<file path="config.mk">
export PLATFORM = sky130hd
export DESIGN_NAME = exe_stage_md
export DESIGN_NICKNAME = d
export VERILOG_FILES = /design/src/rtl/exe_stage_md.sv
export SDC_FILE = /design/constraint.sdc
export NUM_CORES = 2
export LEC_CHECK = 0
export CORE_MARGIN = 4
export CORE_UTILIZATION = 49
export DETAILED_ROUTE_END_ITERATION = 7
export PLACE_DENSITY = 0.7
export SYNTH_ARGS = -nofsm -noshare
export SYNTH_HDL_FRONTEND = slang
export SYNTH_SLANG_ARGS = --single-unit
</file>
<file path="constraint.sdc">
create_clock -name clk -period 9.71 [get_ports clk]
set_clock_uncertainty 0.1 [all_clocks]
set_input_delay 0.971 -clock clk [delete_from_list [all_inputs] [get_ports clk]]
set_output_delay 0.971 -clock clk [all_outputs]
set_load 0.1 [all_outputs]
</file>
<file path="src/rtl/exe_stage_md.sv">
`default_nettype none
// ============================================================================
//  Module   : exe_stage_md
//  Purpose  : Execute stage with ALU, iterative multiply/divide unit,
//             byte-lane store generation and data-SRAM req/addr_ok handshake.
//  Revision : 1.0  initial release
// ============================================================================
module exe_stage_md #(
  parameter int XLEN    = 32,
  parameter int MUL_LAT = 2
) (
  input  logic              clk,
  input  logic              resetn,
  input  logic              exe_flush,
  input  logic              id_to_exe_valid,
  output logic              exe_allowin,
  input  logic [31:0]       id_pc,
  input  logic [11:0]       id_alu_op,
  input  logic [XLEN-1:0]   id_src1,
  input  logic [XLEN-1:0]   id_src2,
  input  logic [2:0]        id_md_op,
  input  logic [3:0]        id_mem_op,
  input  logic              id_ld_unsigned,
  input  logic [XLEN-1:0]   id_st_data,
  input  logic              id_rf_we,
  input  logic [4:0]        id_rf_waddr,
  input  logic              mem_allowin,
  output logic              exe_to_mem_valid,
  output logic [XLEN+42:0]  exe_to_mem_zip,
  output logic              data_sram_req,
  output logic              data_sram_wr,
  output logic [XLEN/8-1:0] data_sram_we,
  output logic [XLEN-1:0]   data_sram_addr,
  output logic [XLEN-1:0]   data_sram_wdata,
  input  logic              data_sram_addr_ok,
  output logic [XLEN+7:0]   exe_rf_zip
);

  localparam int NB    = XLEN / 8;
  localparam int OFF_W = $clog2(NB);
  localparam int SH_W  = $clog2(XLEN);
  localparam int CNT_W = $clog2(XLEN + 1);
  localparam logic [CNT_W-1:0] MUL_LAST = CNT_W'(MUL_LAT - 1);
  localparam logic [CNT_W-1:0] DIV_LAST = CNT_W'(XLEN);

  localparam logic [1:0] MD_IDLE = 2'd0;
  localparam logic [1:0] MD_BUSY = 2'd1;
  localparam logic [1:0] MD_DONE = 2'd2;

  logic              exe_valid, ready_go, capture, leave;
  logic [31:0]       pc;
  logic [11:0]       alu_op;
  logic [XLEN-1:0]   src1, src2, st_data;
  logic [2:0]        md_op;
  logic [3:0]        mem_op;
  logic              ld_unsigned, rf_we;
  logic [4:0]        rf_waddr;
  logic [XLEN-1:0]   alu_result, result;

  assign capture     = id_to_exe_valid & exe_allowin & ~exe_flush;
  assign leave       = exe_valid & ready_go & mem_allowin;
  assign exe_allowin = exe_flush | ~exe_valid | (ready_go & mem_allowin);

  // Pipeline valid bit: loads on handshake, dropped by flush
  always_ff @(posedge clk) begin
    if (!resetn || exe_flush) exe_valid <= 1'b0;
    else if (exe_allowin)     exe_valid <= id_to_exe_valid;
  end

  // Instruction fields; control fields reset so idle outputs are clean
  always_ff @(posedge clk) begin
    if (!resetn) begin
      md_op <= 3'd0; mem_op <= 4'd0; rf_we <= 1'b0;
    end else if (capture) begin
      pc <= id_pc; alu_op <= id_alu_op; src1 <= id_src1; src2 <= id_src2;
      md_op <= id_md_op; mem_op <= id_mem_op; ld_unsigned <= id_ld_unsigned;
      st_data <= id_st_data; rf_we <= id_rf_we; rf_waddr <= id_rf_waddr;
    end
  end

  // ---------------- ALU (one-hot op select) ----------------
  logic [SH_W-1:0] sh;
  logic [XLEN-1:0] sra_res;
  assign sh      = src2[SH_W-1:0];
  assign sra_res = $signed(src1) >>> sh;
  assign alu_result =
      ({XLEN{alu_op[0]}}  & (src1 + src2))
    | ({XLEN{alu_op[1]}}  & (src1 - src2))
    | ({XLEN{alu_op[2]}}  & {{(XLEN-1){1'b0}}, $signed(src1) < $signed(src2)})
    | ({XLEN{alu_op[3]}}  & {{(XLEN-1){1'b0}}, src1 < src2})
    | ({XLEN{alu_op[4]}}  & (src1 & src2))
    | ({XLEN{alu_op[5]}}  & ~(src1 | src2))
    | ({XLEN{alu_op[6]}}  & (src1 | src2))
    | ({XLEN{alu_op[7]}}  & (src1 ^ src2))
    | ({XLEN{alu_op[8]}}  & (src1 << sh))
    | ({XLEN{alu_op[9]}}  & (src1 >> sh))
    | ({XLEN{alu_op[10]}} & sra_res)
    | ({XLEN{alu_op[11]}} & src2);

  // ---------------- Multiply: full-width product ----------------
  logic              mul_signed;
  logic [2*XLEN-1:0] mul_a, mul_b, prod;
  logic [XLEN-1:0]   mul_res;
  assign mul_signed = (md_op != 3'b011);
  assign mul_a   = {{XLEN{mul_signed & src1[XLEN-1]}}, src1};
  assign mul_b   = {{XLEN{mul_signed & src2[XLEN-1]}}, src2};
  assign prod    = mul_a * mul_b;
  assign mul_res = (md_op == 3'b001) ? prod[XLEN-1:0] : prod[2*XLEN-1:XLEN];

  // ---------------- Divide: restoring, one bit per cycle ----------------
  logic [XLEN-1:0] div_rem, div_quo, div_dsr, rem_nx, quo_nx, quo_fix, rem_fix, div_res;
  logic [XLEN:0]   trial;
  logic            s1_neg, s2_neg, step_ok;
  assign s1_neg  = ~md_op[1] & src1[XLEN-1];
  assign s2_neg  = ~md_op[1] & src2[XLEN-1];
  assign trial   = {div_rem, div_quo[XLEN-1]} - {1'b0, div_dsr};
  assign step_ok = ~trial[XLEN];
  assign rem_nx  = step_ok ? trial[XLEN-1:0] : {div_rem[XLEN-2:0], div_quo[XLEN-1]};
  assign quo_nx  = {div_quo[XLEN-2:0], step_ok};
  assign quo_fix = (s1_neg ^ s2_neg) ? -quo_nx : quo_nx;
  assign rem_fix = s1_neg ? -rem_nx : rem_nx;
  // Zero divisor bypasses the iteration result entirely
  assign div_res = (src2 == '0) ? (md_op[0] ? src1 : '1)
                                : (md_op[0] ? rem_fix : quo_fix);

  // ---------------- MD control FSM ----------------
  logic [1:0]       md_state;
  logic [CNT_W-1:0] md_cnt;
  logic [XLEN-1:0]  md_hold, md_now, md_out;
  logic             md_fin, md_ready, md_none;
  assign md_none  = (md_op == 3'd0);
  assign md_now   = md_op[2] ? div_res : mul_res;
  assign md_fin   = (md_state == MD_BUSY) & (md_cnt == (md_op[2] ? DIV_LAST : MUL_LAST));
  assign md_ready = (md_state == MD_DONE) | md_fin;
  assign md_out   = (md_state == MD_DONE) ? md_hold : md_now;

  // Sequencing: start on capture, count while busy, hold result until leave
  always_ff @(posedge clk) begin
    if (!resetn || exe_flush) begin
      md_state <= MD_IDLE;
      md_cnt   <= '0;
    end else if (capture && id_md_op != 3'd0) begin
      md_state <= MD_BUSY;
      md_cnt   <= '0;
    end else if (leave) begin
      md_state <= MD_IDLE;
    end else if (md_state == MD_BUSY) begin
      if (md_fin) begin
        md_state <= MD_DONE;
        md_hold  <= md_now;
      end else begin
        md_cnt <= md_cnt + 1'b1;
      end
    end
  end

  // Divider datapath: magnitudes loaded in the first busy cycle, then iterate
  always_ff @(posedge clk) begin
    if (md_state == MD_BUSY) begin
      if (md_cnt == '0) begin
        div_rem <= '0;
        div_quo <= s1_neg ? -src1 : src1;
        div_dsr <= s2_neg ? -src2 : src2;
      end else begin
        div_rem <= rem_nx;
        div_quo <= quo_nx;
      end
    end
  end

  // ---------------- Memory request ----------------
  logic            is_load, is_store, req_done;
  logic [NB-1:0]   base_mask;
  logic [XLEN-1:0] wdata_rep;
  assign is_load  = mem_op[3];
  assign is_store = mem_op[2];
  assign data_sram_req = exe_valid & (is_load | is_store) & md_none & ~req_done & ~exe_flush;

  // Accepted-request flag so the request is issued only once per instruction
  always_ff @(posedge clk) begin
    if (!resetn || exe_flush || leave)        req_done <= 1'b0;
    else if (data_sram_req && data_sram_addr_ok) req_done <= 1'b1;
  end

  // Byte-lane mask and replicated store data by access size
  always_comb begin
    base_mask = '1;
    wdata_rep = st_data;
    case (mem_op[1:0])
      2'b00:   begin base_mask = NB'(1);  wdata_rep = {NB{st_data[7:0]}};        end
      2'b01:   begin base_mask = NB'(3);  wdata_rep = {(NB/2){st_data[15:0]}};   end
      2'b10:   begin base_mask = NB'(15); wdata_rep = {(NB/4){st_data[31:0]}};   end
      default: begin base_mask = '1;      wdata_rep = st_data;                   end
    endcase
  end

  assign data_sram_wr    = is_store;
  assign data_sram_addr  = alu_result;
  assign data_sram_wdata = wdata_rep;
  assign data_sram_we    = (data_sram_req & is_store) ? (base_mask << alu_result[OFF_W-1:0]) : '0;

  // ---------------- Stage outputs ----------------
  assign ready_go = !md_none ? md_ready
                  : (is_load | is_store) ? ((data_sram_req & data_sram_addr_ok) | req_done)
                  : 1'b1;
  assign result           = md_none ? alu_result : md_out;
  assign exe_to_mem_valid = exe_valid & ready_go & ~exe_flush;
  // A memory op shadowed by an MD op is not forwarded as a memory access
  assign exe_to_mem_zip   = {(md_none ? mem_op : 4'd0), ld_unsigned, rf_we, rf_waddr, result, pc};
  assign exe_rf_zip       = {exe_valid & ~md_none & ~ready_go,
                             exe_valid & is_load & md_none,
                             exe_valid & rf_we, rf_waddr, result};

endmodule
`default_nettype wire

</file>
; After elaboration in Yosys (flattened, before gate mapping)
; Cells that the tools add are included.
[op_classes]
add_sub_neg = 8
n_mul = 1
n_lt_le_gt_ge = 2
eq_ne = 6
shifts = 4
muxes = 24
bitwise_logic = 66
n_reduce_logical = 20
[ops]
columns = op, count
row1 = $mux W32, 13
row2 = $or A32 B32 Y32, 12
row3 = $and A32 B32 Y32, 11
row4 = $neg A32 Y32, 4
row5 = $and A32 B1 Y32, 2
row6 = $lt A32 B32 Y1, 2
row7 = $mul A33 B33 Y64, 1
row8 = $pmux W32 S2, 1
row9 = $sub A33 B32 Y33, 1
row10 = $add A32 B32 Y32, 1
row11 = $logic_not A32 Y1, 1
row12 = $not A32 Y32, 1
row13 = $shl A32 B5 Y32, 1
row14 = $shr A32 B5 Y32, 1
row15 = $sshr A32 B5 Y32, 1
row16 = $sub A32 B32 Y32, 1
row17 = $xor A32 B32 Y32, 1
row18 = $and A1 B1 Y1, 22
row19 = $not A1 Y1, 11
row20 = $reduce_bool A3 Y1, 3
row21 = $mux W4, 2
row22 = $pmux W4 S2, 1
row23 = $reduce_and A2 Y1, 4
row24 = $add A6 B1 Y6 const B, 1
row25 = 20 further kinds, 32
[totals]
reg_bits = 292
output_inout_bits = 187

; Logic depth before layout (Yosys ltp)
[depth]
depth_word = 16
mapped_depth = 37
depth_no_buf = 33

; Least setup slack after synthesis
; No wires, ideal clock.
[synth_path]
path_kind = reg-to-output
from = reg src2[1]
to = out exe_to_mem_zip[50]
arrival_ps = 11823
path_slack_ps = -3184
stages_incl_launch_ff = 34
n_path_buf = 6
cell_sequence = edfxtp_1 clkbuf_1 inv_2 buf_1 clkbuf_1 clkbuf_1 buf_1 nor2_1 fa_1 inv_1 fa_1 inv_1 fa_1 fa_1 inv_1 fa_1 fa_1 inv_1 fa_1 fa_1 ha_1 a21oi_1 nand2_1 or3_1 a21oi_1 o21ai_0 a31o_2 a311o_1 a31oi_1 xor2_1 o21ai_0 o32ai_1 a211oi_1 buf_4
[synth_via]
elab_chain_len = 14
elab_cells_between_ends = 28
cone_classes = add/sub: 2 / mul: 1 / shift: 3 / mux: 5 / bitwise: 16 / reduce/logical: 1
[synth_rtl]
columns = element, line_no
row1 = start: declaration, 53  ; logic [XLEN-1:0] src1, src2, st_data;
row2 = start signal: assignment, 75  ; pc <= id_pc; alu_op <= id_alu_op; src1 <= id_src1; src2 <= id_src2;
row3 = "parallel branches: the longest is 13 deep, another holds $mul A33 B33 Y64", n/a
row4 = $mux W32 (*), 206  ; assign result = md_none ? alu_result : md_out;
row5 = end: declaration, 29  ; output logic [XLEN+42:0] exe_to_mem_zip,
; Every way passes the cells marked *.

; Worst setup path in the final report
[layout_path]
from = reg src2[0]
to = out exe_to_mem_zip[58]
; The elaborated chain is that of the path after synthesis.

==> summary.txt <==
Worst setup path
  – Critical path arrival: 9.27 ns
  – Max incr delay on CP: 0.63 ns
  – Critical Path Slowest Stage Cell: fa_2
  – Worst setup EP type: output port
  – CP startpoint kind: flop
  – Req. time, crit path: 8.64 ns
  – RR Startpoint: src2[0]
  – Maximum fanout along the worst path: 5
  – WS Path Type: flop to output port
  – Reg2reg end: md_hold[28]
  – FF-to-FF path depth: 30
  – Register-to-register setup slack: 1.07 ns
  – CP dominant cell by count: fa_1

Synthesis
  – Ys Warns: 0
  – Library cells used by synthesis: 111
  – Area fraction of the dominant cell type after synthesis: 35.96%
  – Top-count cell post-synth: inv_1
  – Post-synth EDFFs: 274
  – Post-Syn Instances: 7186
  – Post-Synth Simple-Gate Area: 13.95%
  – Xor and xnor fraction of the mapped netlist area: 3.333%
  – Post-Syn Area: 62800 µm²
  – Synth cell count leaders: inv_1 (1286), fa_1 (1128), nand2_1 (1040), nor2_1 (603), ha_1 (347)
  – Area contributors post-synth: fa_1 (36%), edfxtp_1 (13%), inv_1 (7.7%)
  – Complex-gate fraction of the synthesized area: 11.87%
  – Fraction of synthesized area in multiplexers: 3.301%
  – Area leader, netlist: fa_1
  – Syn Nets: 8821
  – Sequential-to-total area share from yosys stat: 13.67%
  – Synth Area in Adders: 42.87%
  – Prevailing post-synth register cell: edfxtp_1
  – Register bit count reported by yosys: 292
  – Largest family of logic cells by synthesized area: adder cells
  – Post-synth ARST share: 0%
  – Syn_area_per_cell: 8.740 µm²

Hold path
  – End of the worst hold path: mem_op[3]
  – Hold path cells: 2
  – Hold_sp: mem_op[3]
  – Min-Delay Path Class: flop to flop

Floorplanning
  – Initial core utilization: 49.31%
  – Die height: 366.0 µm
  – Die footprint: 134000 µm²
  – Core ar.: 127400 µm²
  – Site row count: 131
  – Die width: 366.0 µm
  – Io pins: 347

Clock tree
  – CTS tree: done
  – CTS HTree Levels: 2
  – Max Root-Sink Buffers: 3
  – TritonCTS buffer count: 36
  – Number of hold buffers added after CTS: 0
  – Clk root buf: clkbuf_16
  – CTS Sinks: 292
  – Clock transition at the registers of the reported paths: 0.10 ns
  – Worst-Skew Late Latency: 0.63 ns

Timing
  – Hold Vio Cnt, Final: 0
  – Pins Over Slew Limit: 6
  – Setup-failing EPs final: 64
  – Final period utilization: 106.5%
  – Minimum hold slack: 0.3897 ns
  – Crit path time final: 10.34 ns
  – Min setup slack post-route: -0.6296 ns
  – FMAX: 96.72 MHz
  – RSZ-0062 raised after global routing: yes
  – Slew at the pin closest to its max-slew limit: 1.558 ns
  – Max-slew headroom: -4.799%

Final layout
  – Util after Layout: 62.28%
  – Area grow syn2layout: 26.29%
  – Nets: 9666
  – Layout cell share with drive strength beyond 1: 19.15%

Global route
  – Vias in the first global route: 60630
  – Remaining global-route overflow: 0
  – Antenna violations before repair: 19
  – Largest net degree at the start of global routing: 135
  – Global-route usage over all layers: 43.39%
  – First-pass GRT wire length: 423000 µm

Drt
  – Met2 Wirelength: 125800 µm
  – Post-DRT Antenna Nets: 0
  – Detailed-route via count: 59420
  – Initial DRC Count: 7543
  – Drt total wl: 295200 µm
  – Post-route met1 wirelength: 107700 µm
  – DR vias/cell: 6.104
  – DR WL/cell: 30.33 µm
  – Drt pass-1 iters: 8
  – Top routing layer in use: met5
  – Met3 WL: 35640 µm
  – Drt drc: 16

Placed design
  – Port bufs: 346
  – Post-Place Setup Slack: -0.5603 ns
  – Routability Congestion: 1.093
  – Dpl hpwl: 240100 µm

Status
  – Status: complete, but fails checks
  – Failing checks: design-rule violations, max-capacitance violations, max-slew violations, negative setup slack

Flow run
  – Maxcap violations: 2
[sequential cells by signal, summed over array words and instances (netlist names), 6 cells and up]
name / cells
pc: 32
md_hold: 32
src2: 32
div_quo: 32
md_cnt: 6
st_data: 32
div_rem: 32
alu_op: 12
div_dsr: 32
src1: 32
[cells in the final DEF, fill, tap and decap left out, types with 24 or more instances in the layout]
cell	n
clkbuf_16	38
o21ai_1	27
xor2_1	54
nand2_1	1010
fa_2	49
ha_1	311
clkdlybuf4s50_1	278
a31oi_1	41
a21oi_1	246
and2_1	33
nor3_1	81
mux2i_1	137
o31ai_1	31
a21o_1	64
buf_4	738
nor4_1	25
a21oi_2	27
mux2_2	30
nand3_1	60
fa_1	1079
inv_2	50
a221oi_1	24
ha_4	34
inv_1	1235
a211oi_1	28
and3_1	24
buf_12	170
or3_1	34
o211ai_1	48
o21ai_0	254
o22ai_1	24
edfxtp_1	274
xnor2_1	171
nor2_1	583
a222oi_1	28
buf_6	75
nand4_1	35
[per-layer routing]
metal | vias up | global-route usage (%)
li1 | 24600 | -
met1 | 29860 | 55.54
met2 | 3953 | 65.11
met3 | 998 | 11.76
met4 | 8 | 27.88
met5 | - | 0
[critical path: cells and delay by family, from the launching register on]
family,cells,cell delay (ns)
buffers and inverters,9,1.24
AOI/OAI and AO/OA,11,2.40
adders and majority gates,9,4.27
and+or+nand+nor,1,0.09
xor gates and xnor gates,1,0.19
DFF,1,0.40
[through the flow]
step / setup TNS (ns) / area (µm²) / cells
floorplan: -8.216 / 63590 / 7186
CTS: -19.95 / 78150 / 9682
finish: -27.23 / 79310 / 9733
detailed placement: -12.10 / 74620 / 9527
global route: -37.96 / 79280 / 9721
global placement: -8.658 / 74620 / 9527
[worst max-delay path by stage]
stage / slack, ns / cells after the start / endpoint / start
floorplan: -1.44 / 32 / exe_to_mem_zip[60] / src2[1]
global placement: -0.50 / 30 / exe_to_mem_zip[61] / src2[11]
detailed placement: -0.56 / 30 / exe_to_mem_zip[61] / src2[11]
CTS: -0.59 / 34 / exe_rf_zip[28] / md_op[0]
global route: -0.88 / 35 / exe_to_mem_zip[61] / md_op[0]
finish: -0.63 / 31 / exe_to_mem_zip[58] / src2[0]
[repair_timing]
item / 4_1_cts / 5_1_grt
endpoints found under the setup margin: 64 / 64
gates resized for setup: 363 / 176
setup buffers: 94 / 40
pin swaps: 211 / 158
cloned: 3 / 2
[cell families after synthesis]
logic type               after synthesis
buffers and inverters               1781
multiplexers                         186
adder cells (fa/ha/maj)             1475
XOR/XNOR                             239
flip-flops                           292
AO/OA/AOI/OAI                       1141
AND/OR/NAND/NOR                     2072
[final cells by class]
| class | instances | area (µm²) |
|---|---|---|
| Fill cell | 10700 | 48040 |
| Clock inverter | 25 | 214.0 |
| Timing Repair Buffer | 1278 | 12900 |
| Clock buffer | 41 | 919.6 |
| Antenna cell | 12 | 30.03 |
| Inverter | 1310 | 4979 |
| Tap cell | 1662 | 2079 |
| Multi-Input combinational cell | 5113 | 49600 |
| Sequential cell | 292 | 8592 |
Power is left out: the tool's default activity adds up to more than one toggle a clock period on the data nets, which glitch-free logic cannot reach.
